`src/rtl/ann_pkg.sv`:
```
// Shared constants and types for the layer-0 neuron datapath (weight rows, sum stages).
// Latency: n/a (declarations only).
// Backpressure: n/a.
package ann_pkg;

  // Row geometry: one weight per pixel, BRAM depth equals row length.
  localparam int ROW_LEN   = 28;
  localparam int ADDR_W    = 5;
  // Q4.12 two's complement for weights, pixels and sums.
  localparam int DATA_W    = 16;
  localparam int FRAC_BITS = 12;
  // Holds ROW_LEN full-precision products without overflow.
  localparam int ACC_W     = 40;
  // Counter must hold ROW_LEN itself (value after the last pixel is taken).
  localparam int CNT_W     = $clog2(ROW_LEN + 1);

  // Row sequencer states.
  typedef enum logic [1:0] {
    IDLE  = 2'd0,
    RUN   = 2'd1,
    DRAIN = 2'd2,
    DONE  = 2'd3
  } state_t;

  // Saturation bounds of a DATA_W result, sign-extended to accumulator width.
  localparam logic [ACC_W-1:0] SAT_MAX = {{(ACC_W-DATA_W+1){1'b0}}, {(DATA_W-1){1'b1}}};
  localparam logic [ACC_W-1:0] SAT_MIN = {{(ACC_W-DATA_W+1){1'b1}}, {(DATA_W-1){1'b0}}};

endpackage

```
`src/rtl/row_mac_sat.sv`:
```
// Arithmetic right shift by FRAC_BITS (floor) then clamp an ACC_W value into DATA_W.
// Latency: 0 cycles, purely combinational.
// Backpressure: none; output follows input.
module row_mac_sat
  import ann_pkg::*;
(
  input  logic [ACC_W-1:0]  i_acc,
  output logic [DATA_W-1:0] o_sum
);

  logic [ACC_W-1:0] w_shifted;

  // Rescale the Q(2*frac) accumulator back to Q(frac), then clamp to the DATA_W range.
  always_comb begin
    w_shifted = $signed(i_acc) >>> FRAC_BITS;
    if ($signed(w_shifted) > $signed(SAT_MAX)) begin
      o_sum = SAT_MAX[DATA_W-1:0];
    end else if ($signed(w_shifted) < $signed(SAT_MIN)) begin
      o_sum = SAT_MIN[DATA_W-1:0];
    end else begin
      o_sum = w_shifted[DATA_W-1:0];
    end
  end

endmodule

```
`src/rtl/weight_row_mac.sv`:
```
// Streams ROW_LEN pixels against a weight-row BRAM and emits the saturated Q4.12 dot product.
// Latency: 2 cycles from the last accepted pixel to o_out_valid; one pixel per cycle throughput.
// Backpressure: o_pix_ready only in RUN; result held in DONE until i_out_ready.
module weight_row_mac
  import ann_pkg::*;
(
  input  logic              i_clk,
  input  logic              i_rst,
  input  logic              i_start,
  input  logic [DATA_W-1:0] i_pix_in,
  input  logic              i_pix_valid,
  output logic              o_pix_ready,
  output logic [ADDR_W-1:0] o_w_addr,
  output logic              o_w_en,
  output logic              o_w_we,
  output logic [DATA_W-1:0] o_w_di,
  input  logic [DATA_W-1:0] i_w_do,
  output logic [DATA_W-1:0] o_sum,
  output logic              o_out_valid,
  input  logic              i_out_ready
);

  state_t              r_state;
  logic [CNT_W-1:0]    r_cnt;
  logic [ACC_W-1:0]    r_acc;
  logic [DATA_W-1:0]   r_pix;
  logic                r_ph1_valid;
  logic [ADDR_W-1:0]   r_w_addr;
  logic                r_w_en;
  logic [DATA_W-1:0]   r_sum;
  logic                r_out_valid;

  logic [2*DATA_W-1:0] w_prod;
  logic [ACC_W-1:0]    w_prod_ext;
  logic [ACC_W-1:0]    w_acc_nxt;
  logic [DATA_W-1:0]   w_sat;
  logic                w_pix_take;
  logic                w_last;

  // The BRAM is read-only from this block.
  assign o_w_we      = 1'b0;
  assign o_w_di      = '0;

  assign o_w_addr    = r_w_addr;
  assign o_w_en      = r_w_en;
  assign o_sum       = r_sum;
  assign o_out_valid = r_out_valid;

  // Ready is a pure function of state so the pixel source sees it without a cycle of lag.
  assign o_pix_ready = (r_state == RUN);
  assign w_pix_take  = o_pix_ready & i_pix_valid;
  assign w_last      = (r_cnt == CNT_W'(ROW_LEN - 1));

  // Full-precision signed product of the weight read last cycle and its matching pixel.
  assign w_prod      = $signed(i_w_do) * $signed(r_pix);
  assign w_prod_ext  = {{(ACC_W-2*DATA_W){w_prod[2*DATA_W-1]}}, w_prod};
  assign w_acc_nxt   = r_ph1_valid ? (r_acc + w_prod_ext) : r_acc;

  // The final accumulate and rescale happen in the same cycle, so saturate the next value.
  row_mac_sat u_sat (
    .i_acc (w_acc_nxt),
    .o_sum (w_sat)
  );

  // Row sequencer: issue BRAM reads in step with accepted pixels, accumulate, publish.
  always_ff @(posedge i_clk) begin
    if (i_rst) begin
      r_state     <= IDLE;
      r_cnt       <= '0;
      r_acc       <= '0;
      r_pix       <= '0;
      r_ph1_valid <= 1'b0;
      r_w_addr    <= '0;
      r_w_en      <= 1'b0;
      r_sum       <= '0;
      r_out_valid <= 1'b0;
    end else begin
      case (r_state)
        IDLE: begin
          r_w_en      <= 1'b0;
          r_ph1_valid <= 1'b0;
          if (i_start) begin
            r_acc   <= '0;
            r_cnt   <= '0;
            r_state <= RUN;
          end
        end
        RUN: begin
          r_acc <= w_acc_nxt;
          if (w_pix_take) begin
            r_w_addr    <= ADDR_W'(r_cnt);
            r_w_en      <= 1'b1;
            r_pix       <= i_pix_in;
            r_ph1_valid <= 1'b1;
            r_cnt       <= r_cnt + 1'b1;
            if (w_last) begin
              r_state <= DRAIN;
            end
          end else begin
            // A stall issues no read and leaves the address counter where it is.
            r_w_en      <= 1'b0;
            r_ph1_valid <= 1'b0;
          end
        end
        DRAIN: begin
          r_acc       <= w_acc_nxt;
          r_w_en      <= 1'b0;
          r_ph1_valid <= 1'b0;
          r_sum       <= w_sat;
          r_out_valid <= 1'b1;
          r_state     <= DONE;
        end
        DONE: begin
          // Result stays frozen until the accumulator takes it; START is not looked at here.
          if (r_out_valid && i_out_ready) begin
            r_out_valid <= 1'b0;
            r_state     <= IDLE;
          end
        end
        default: begin
          r_state <= IDLE;
        end
      endcase
    end
  end

endmodule
```
`config.mk`:
```
export PLATFORM = sky130hd
export DESIGN_NAME = weight_row_mac
export DESIGN_NICKNAME = d
export VERILOG_FILES = /design/src/rtl/ann_pkg.sv /design/src/rtl/row_mac_sat.sv /design/src/rtl/weight_row_mac.sv
export SDC_FILE = /design/constraint.sdc
export NUM_CORES = 1
export LEC_CHECK = 0
export ABC_AREA = 1
export CAP_MARGIN = 20
export CELL_PAD_IN_SITES_DETAIL_PLACEMENT = 1
export CELL_PAD_IN_SITES_GLOBAL_PLACEMENT = 1
export CORE_MARGIN = 1.5
export CORE_UTILIZATION = 30
export DETAILED_ROUTE_END_ITERATION = 8
export PLACE_DENSITY_LB_ADDON = 0.1
export SETUP_SLACK_MARGIN = 0.4
export SLEW_MARGIN = 20
export SYNTH_ARGS = -nofsm -noshare
export SYNTH_HDL_FRONTEND = slang
export SYNTH_HIERARCHICAL = 1
export SYNTH_SLANG_ARGS = --single-unit
```
`constraint.sdc`:
```
create_clock -name i_clk -period 11.18 [get_ports i_clk]
set_clock_uncertainty 0.2 [all_clocks]
set_input_delay 1.118 -clock i_clk [delete_from_list [all_inputs] [get_ports i_clk]]
set_output_delay 1.118 -clock i_clk [all_outputs]
set_load 0.05 [all_outputs]
```
Word level (Yosys, flattened, before mapping)

Cells that the tools add are included.

Word-level logic and storage cells: 55
Register bits: 86
Bits of input ports: 37
Output and inout port bits: 41

Reduce and logical (&&, ||, !) cells: 14
Order comparisons: 2
Equal/unequal tests: 9
Add/sub/neg operators: 2
Bitwise gates (word level): 1
$mul: 1
Mux-type cells: 17

Operators by type and width:

| kind                 | count |
|---|---|
| $mux 40              | 2 |
| $pmux 40 s2          | 1 |
| $add 40x40->40       | 1 |
| $mul 16x16->32       | 1 |
| $mux 16              | 2 |
| $gt 28x16->1 const B | 1 |
| $lt 28x16->1 const B | 1 |
| $mux 5               | 2 |
| $pmux 5 s2           | 1 |
| $mux 2               | 4 |
| $pmux 2 s4           | 1 |
| $reduce_bool 2->1    | 4 |
| $ne 2x1->1 const B   | 3 |
| $reduce_and 2->1     | 3 |
| $reduce_and 3->1     | 2 |
| $add 5x1->5 const B  | 1 |
| $eq 5x5->1 const B   | 1 |
| $eq 2x2->1 const B   | 2 |
| $ne 2x2->1 const B   | 2 |
| $pmux 1 s2           | 2 |
| $reduce_and 4->1     | 1 |
| $reduce_or 2->1      | 2 |
| $eq 2x1->1 const B   | 1 |
| $logic_not 2->1      | 1 |
| 3 further kinds      | 4 |

Longest topological paths before layout

Depth in word-level cells: 6
Depth in mapped cells: 52
Depth with buffers taken out: 49

Cells and area by module

Netlist, hierarchy kept.

By module, submodules not included:

| module         | instances | seq. area each (µm²) | area each (µm²) | cells an instance |
|---|---|---|---|---|
| weight_row_mac | 1         | 1,721.7              | 16,741.1        | 2,344 |
| row_mac_sat    | 1         | 0.0                  | 261.5           | 57 |

Least setup slack after synthesis

Ideal clock, no wire load.

Kind: input port to flip-flop
Start: in i_w_do[5]
End: reg r_sum[10], in the netlist o_sum[10]
Data arrival time: 8.397 ns
Path slack: 2.466 ns
Path buffers: 3
Library setup time: 0.117 ns
Cell stages on the path: 44
Data required time: 10.863 ns
Cells stage by stage: clkbuf_1 -> clkbuf_1 -> nand2_1 -> fa_1 -> inv_1 -> fa_1 -> inv_1 -> fa_1 -> inv_1 -> fa_1 -> fa_1 -> inv_1 -> fa_1 -> inv_1 -> ha_1 -> nand2_1 -> inv_1 -> a21oi_1 -> [... 8 more ...] -> nor2_1 -> inv_1 -> nor2_1 -> inv_1 -> nor2_1 -> nand4_1 -> nand4_1 -> nand3_1 -> and2_1 -> nor2_1 -> nand2_1 -> nor2_1 -> nand2_1 -> nand2_2 -> buf_6 -> nand2_1 -> nor2_1 -> nor2_1

Cells in the longest elaborated chain, start to end: 6
Elaborated cells on any way between the ends: 7
Those cells by class: 1 x add/sub; 1 x mul; 2 x order compare; 3 x mux

Ends and longest elaborated chain:

| item                 | RTL line              | text |
|---|---|---|
| from (decl)          | weight_row_mac.sv:17  | `input logic [DATA_W-1:0] i_w_do,` |
| $mul 16x16->32 (*)   | weight_row_mac.sv:55  | `assign w_prod = $signed(i_w_do) * $signed(r_pix);` |
| $add 40x40->40 (*)   | weight_row_mac.sv:57  | `assign w_acc_nxt = r_ph1_valid ? (r_acc + w_prod_ext) : r_acc;` |
| $mux 40 (*)          | weight_row_mac.sv:57  |  |
| via w_acc_nxt[38]    | weight_row_mac.sv:35  | `logic [ACC_W-1:0] w_acc_nxt;` |
| $lt 28x16->1         | row_mac_sat.sv:18     | `end else if ($signed(w_shifted) < $signed(SAT_MIN)) begin` |
| $mux 16              | row_mac_sat.sv:18     |  |
| $mux 16 (*)          | row_mac_sat.sv:16     | `if ($signed(w_shifted) > $signed(SAT_MAX)) begin` |
| via w_sat[10]        | weight_row_mac.sv:36  | `logic [DATA_W-1:0] w_sat;` |
| to (signal assigned) | weight_row_mac.sv:109 | `r_sum <= w_sat;` |
| to (decl)            | weight_row_mac.sv:30  | `logic [DATA_W-1:0] r_sum;` |

Mark *: on every way through the listed nets, which the timed path passes. The rest lies on a longest branch. The select of a mux whose other input is x is not followed.
A chain may end at the register's enable or synchronous reset.

Final worst setup path

Start: in i_w_do[6]
End: reg r_sum[6], in the netlist o_sum[6]

Same word-level chain as after synthesis.

==> metrics.sh <==
POST_ROUTE_CELLS_DRIVE_ABOVE_1_SHARE_PCT=5.35
TRITONCTS_SINKS=86
VIAS=14300
PORTBUFFERS=60
CRIT_PATH_END_KIND='flip-flop'
CLOCK-ROOT-BUFFER='sky130_fd_sc_hd__clkbuf_16'
GLOBAL_ROUTE.OVERFLOW_TOTAL=0
H_TREE_LEVEL_COUNT=3
POST_SYNTH_MAIN_AREA_CONTRIBUTORS='sky130_fd_sc_hd__fa_1 31%, sky130_fd_sc_hd__nand2_1 13%, sky130_fd_sc_hd__inv_1 13%'
SYNTHESIS.AREA_PER_INSTANCE_UM2=7.08
FLOORPLAN.CORE_AREA_MM2=0.0562
MIN_DELAY_PATH_DEPTH=2
INITIAL_UTILIZATION_PCT=30.3
CTS_TREE='done'
PATH_CLK_SLEW_PS=70
SYN_TO_FINAL_GROWTH_PCT=9.46
IOS=78
GRT_START_MAX_NET_PINS=47
ROUTED_WIRELENGTH_UM=53700
WORST_SETUP_PATH_START_KIND='primary input'
INITIAL_ANTENNA_VIOLATION_COUNT=1
FINAL_NETS=2832
MAX-CAP-VIOLATIONS=0
FINALWEIGHTEDCONGESTION=0.824
AREA_OF_THE_MAPPED_NETLIST_MM2=0.0170
NFILLCELLS=7075
REG2REG_TO='o_sum[6]'
FIRST_GLOBAL_VIAS=15400
TIMING.FINAL.CRIT_PERIOD_PS=10020
HOLD_WS_PS=281
YS_ASYNC_SR_FRACTION_PCT=0
WORST_PATH_LARGEST_CELL_DELAY_PS=1010
MOSTFREQUENTLAYOUTCELL='sky130_fd_sc_hd__nand2_1'
HP-CLASS='flip-flop to flip-flop'
REG2REG_FROM='r_pix[2]'
DRT-WIRELENGTH-PER-CELL_UM=17.0
SETUP_VIOL=0
NETLIST_CELL_TYPES=51
TIMING.CRITICAL_PATH.MAX_DELAY_FAMILY='adder cells'
WORST-SLEW-PIN-TRANSITION_PS=1000
TIMING.FINAL.HOLD_VIOLATIONS=0
PLACE.DETAILED.HPWL_UM=44900
SEQ_AREA_FRAC_SYNTH_PCT=10.1
SYNTH_FLOP_CELL='sky130_fd_sc_hd__dfxtp_1'
WORST_SLEW_MARGIN_REL_PCT=33.1
FIN_CRIT_SH_PCT=89.6
SYNTH_EDF_COUNT=0
SYNTH_WARNINGS=6
GLOBALROUTETOTALUTIL_PCT=19.4
FLOORPLAN.DIE_AREA_MM2=0.0581
NUM_ROWS=87
DR.PASS1.ITERS=5
CRIT_ARRIVAL_PS=10090
SHARE_OF_YOSYS_CELL_AREA_CLAIMED_BY_THE_TOP_AREA_CELL_TYPE_PCT=31.0
PATH_BUF_INV=7
CLKLATENCYLATEPIN_PS=390
DETAILEDROUTE.FIRSTITERATIONVIOLATIONS=549
TRITONCTS.NUM_BUFFERS=9
CRIT_PATH_MAX_DELAY_CELL_TYPE='sky130_fd_sc_hd__clkdlybuf4s50_1'
WORST_SETUP_PATH_CATEGORY='primary input to flip-flop'
CTS-ROOT-TO-SINK-BUFFERS=2
ANT_NETS=0
R2R_DEPTH=39
POST_DRT_VIA_CELL_RATIO=4.52
GLOBAL_ROUTE_WIRE_LENGTH_BEFORE_REPAIR_UM=86600
CRITPATHREQUIREDTIME_PS=11250
SYNTH_CELLS=2401
ROUTE.DETAILED.DRC=0
MIN_TO='r_acc[39]'
TIMING.CRITICAL_PATH.FANOUT_MAX=16
TIMING.SETUP.TNS_PS=0
DIE_WIDTH_UM=241
SLEW_VIOLATIONS=0
RSZ0062_AT_GRT='no'
CHIPHEIGHT_UM=241
SYNTH-SEQ-CELLS=86
OUTCOME='finished, final reports clean'
FINAL_UTIL_PCT=33.1
WORST-R2R-SETUP-SLACK_PS=1970
MAX_FREQ_MHz=99.8
SYNTH_AREA_LEADER_CELL='sky130_fd_sc_hd__fa_1'
CTS_HOLD_BUF=0
FINAL_CELL_MIX='600 x sky130_fd_sc_hd__nand2_1, 568 x sky130_fd_sc_hd__inv_1, 263 x sky130_fd_sc_hd__fa_1, 158 x sky130_fd_sc_hd__nor2_1, 128 x sky130_fd_sc_hd__ha_1'
HOLDCRITSTARTPOINT='r_acc[39]'
NUM_ANTENNA_CELLS=0
CTS_SETUP_BUFFERS=0
sequential cells by signal (all words and copies together), names as in the netlist:
name and cells:
r_state 2, r_acc 40, r_pix 16, o_w_addr 5, o_sum 16, r_cnt 5, o_w_en 1, o_out_valid 1
how the worst max path moves through the flow:
| stage | cells past startpoint | endpoint | start |
|---|---|---|---|
| finish | 40 | o_sum[6] | i_w_do[6] |
| detailed placement | 40 | o_sum[10] | i_w_do[6] |
| CTS | 40 | o_sum[6] | i_w_do[6] |
| global route | 40 | o_sum[11] | i_w_do[6] |
| floorplan | 44 | o_sum[10] | i_w_do[5] |
| global placement | 40 | o_sum[1] | i_w_do[6] |
layer usage:
| layer | up-vias | global-route usage [%] | wire, um |
|---|---|---|---|
| met2 | 129 | 32.4 | 25300 |
| met5 | - | 0 | 0 |
| met3 | 21 | 2.54 | 1640 |
| met4 | 0 | 2.33 | 369 |
| met1 | 7082 | 27.3 | 26400 |
| li1 | 7063 | - | - |
worst register-to-register path: cells and delay by family, from the launching register on:
family | cells | cell delay (ps)
fa+ha+maj | 8 | 4310
simple gates | 24 | 3160
flops | 1 | 880
buf+inv | 7 | 540
synth_stat cells, drive strengths merged (18+ instances only):
library cell,count
nand2,628
inv,572
fa,263
nor2,166
a21oi,132
ha,128
o21ai,99
dfxtp,86
clkbuf,83
nand3,69
xnor2,29
buf,28
xor2,21
or2,18
cell type report:
class                           count  area (um2)  area share [%]
Tap cell                          756         946            5.08
Clock buffer                       10         229            1.23
Inverter                          572        2150            11.5
Timing Repair Buffer               87         821            4.41
Clock inverter                      6        45.0           0.242
Sequential cell                    86        1720            9.26
Multi-Input combinational cell   1648       12700            68.2
through the flow:
stage,cells,instance area (um2),worst slack (ps)
CTS,3165,18600,1060
global route,3165,18600,512
detailed placement,3149,18300,658
finish,3165,18600,1160
global placement,3148,18300,780
floorplan,2417,17100,2470
repair_timing:
action / CTS / global route
endpoints found under the setup margin: 0 / 15
gates resized for setup: 0 / 1
hold endpoints to repair: 0 / 0
cells by family after synthesis:
| family | count (synthesis) | synth area share [%] |
|---|---|---|
| simple gates | 921 | 22.5 |
| buf+inv | 683 | 15.6 |
| fa+ha+maj | 391 | 40.4 |
| compound gates | 269 | 8.80 |
| flops | 86 | 10.1 |
| xor+xnor | 50 | 2.58 |
| other cells | 1 | 0.0221 |
Power is not shown: default switching activity piles up to over one toggle a cycle in this logic, so the estimate is an artifact.
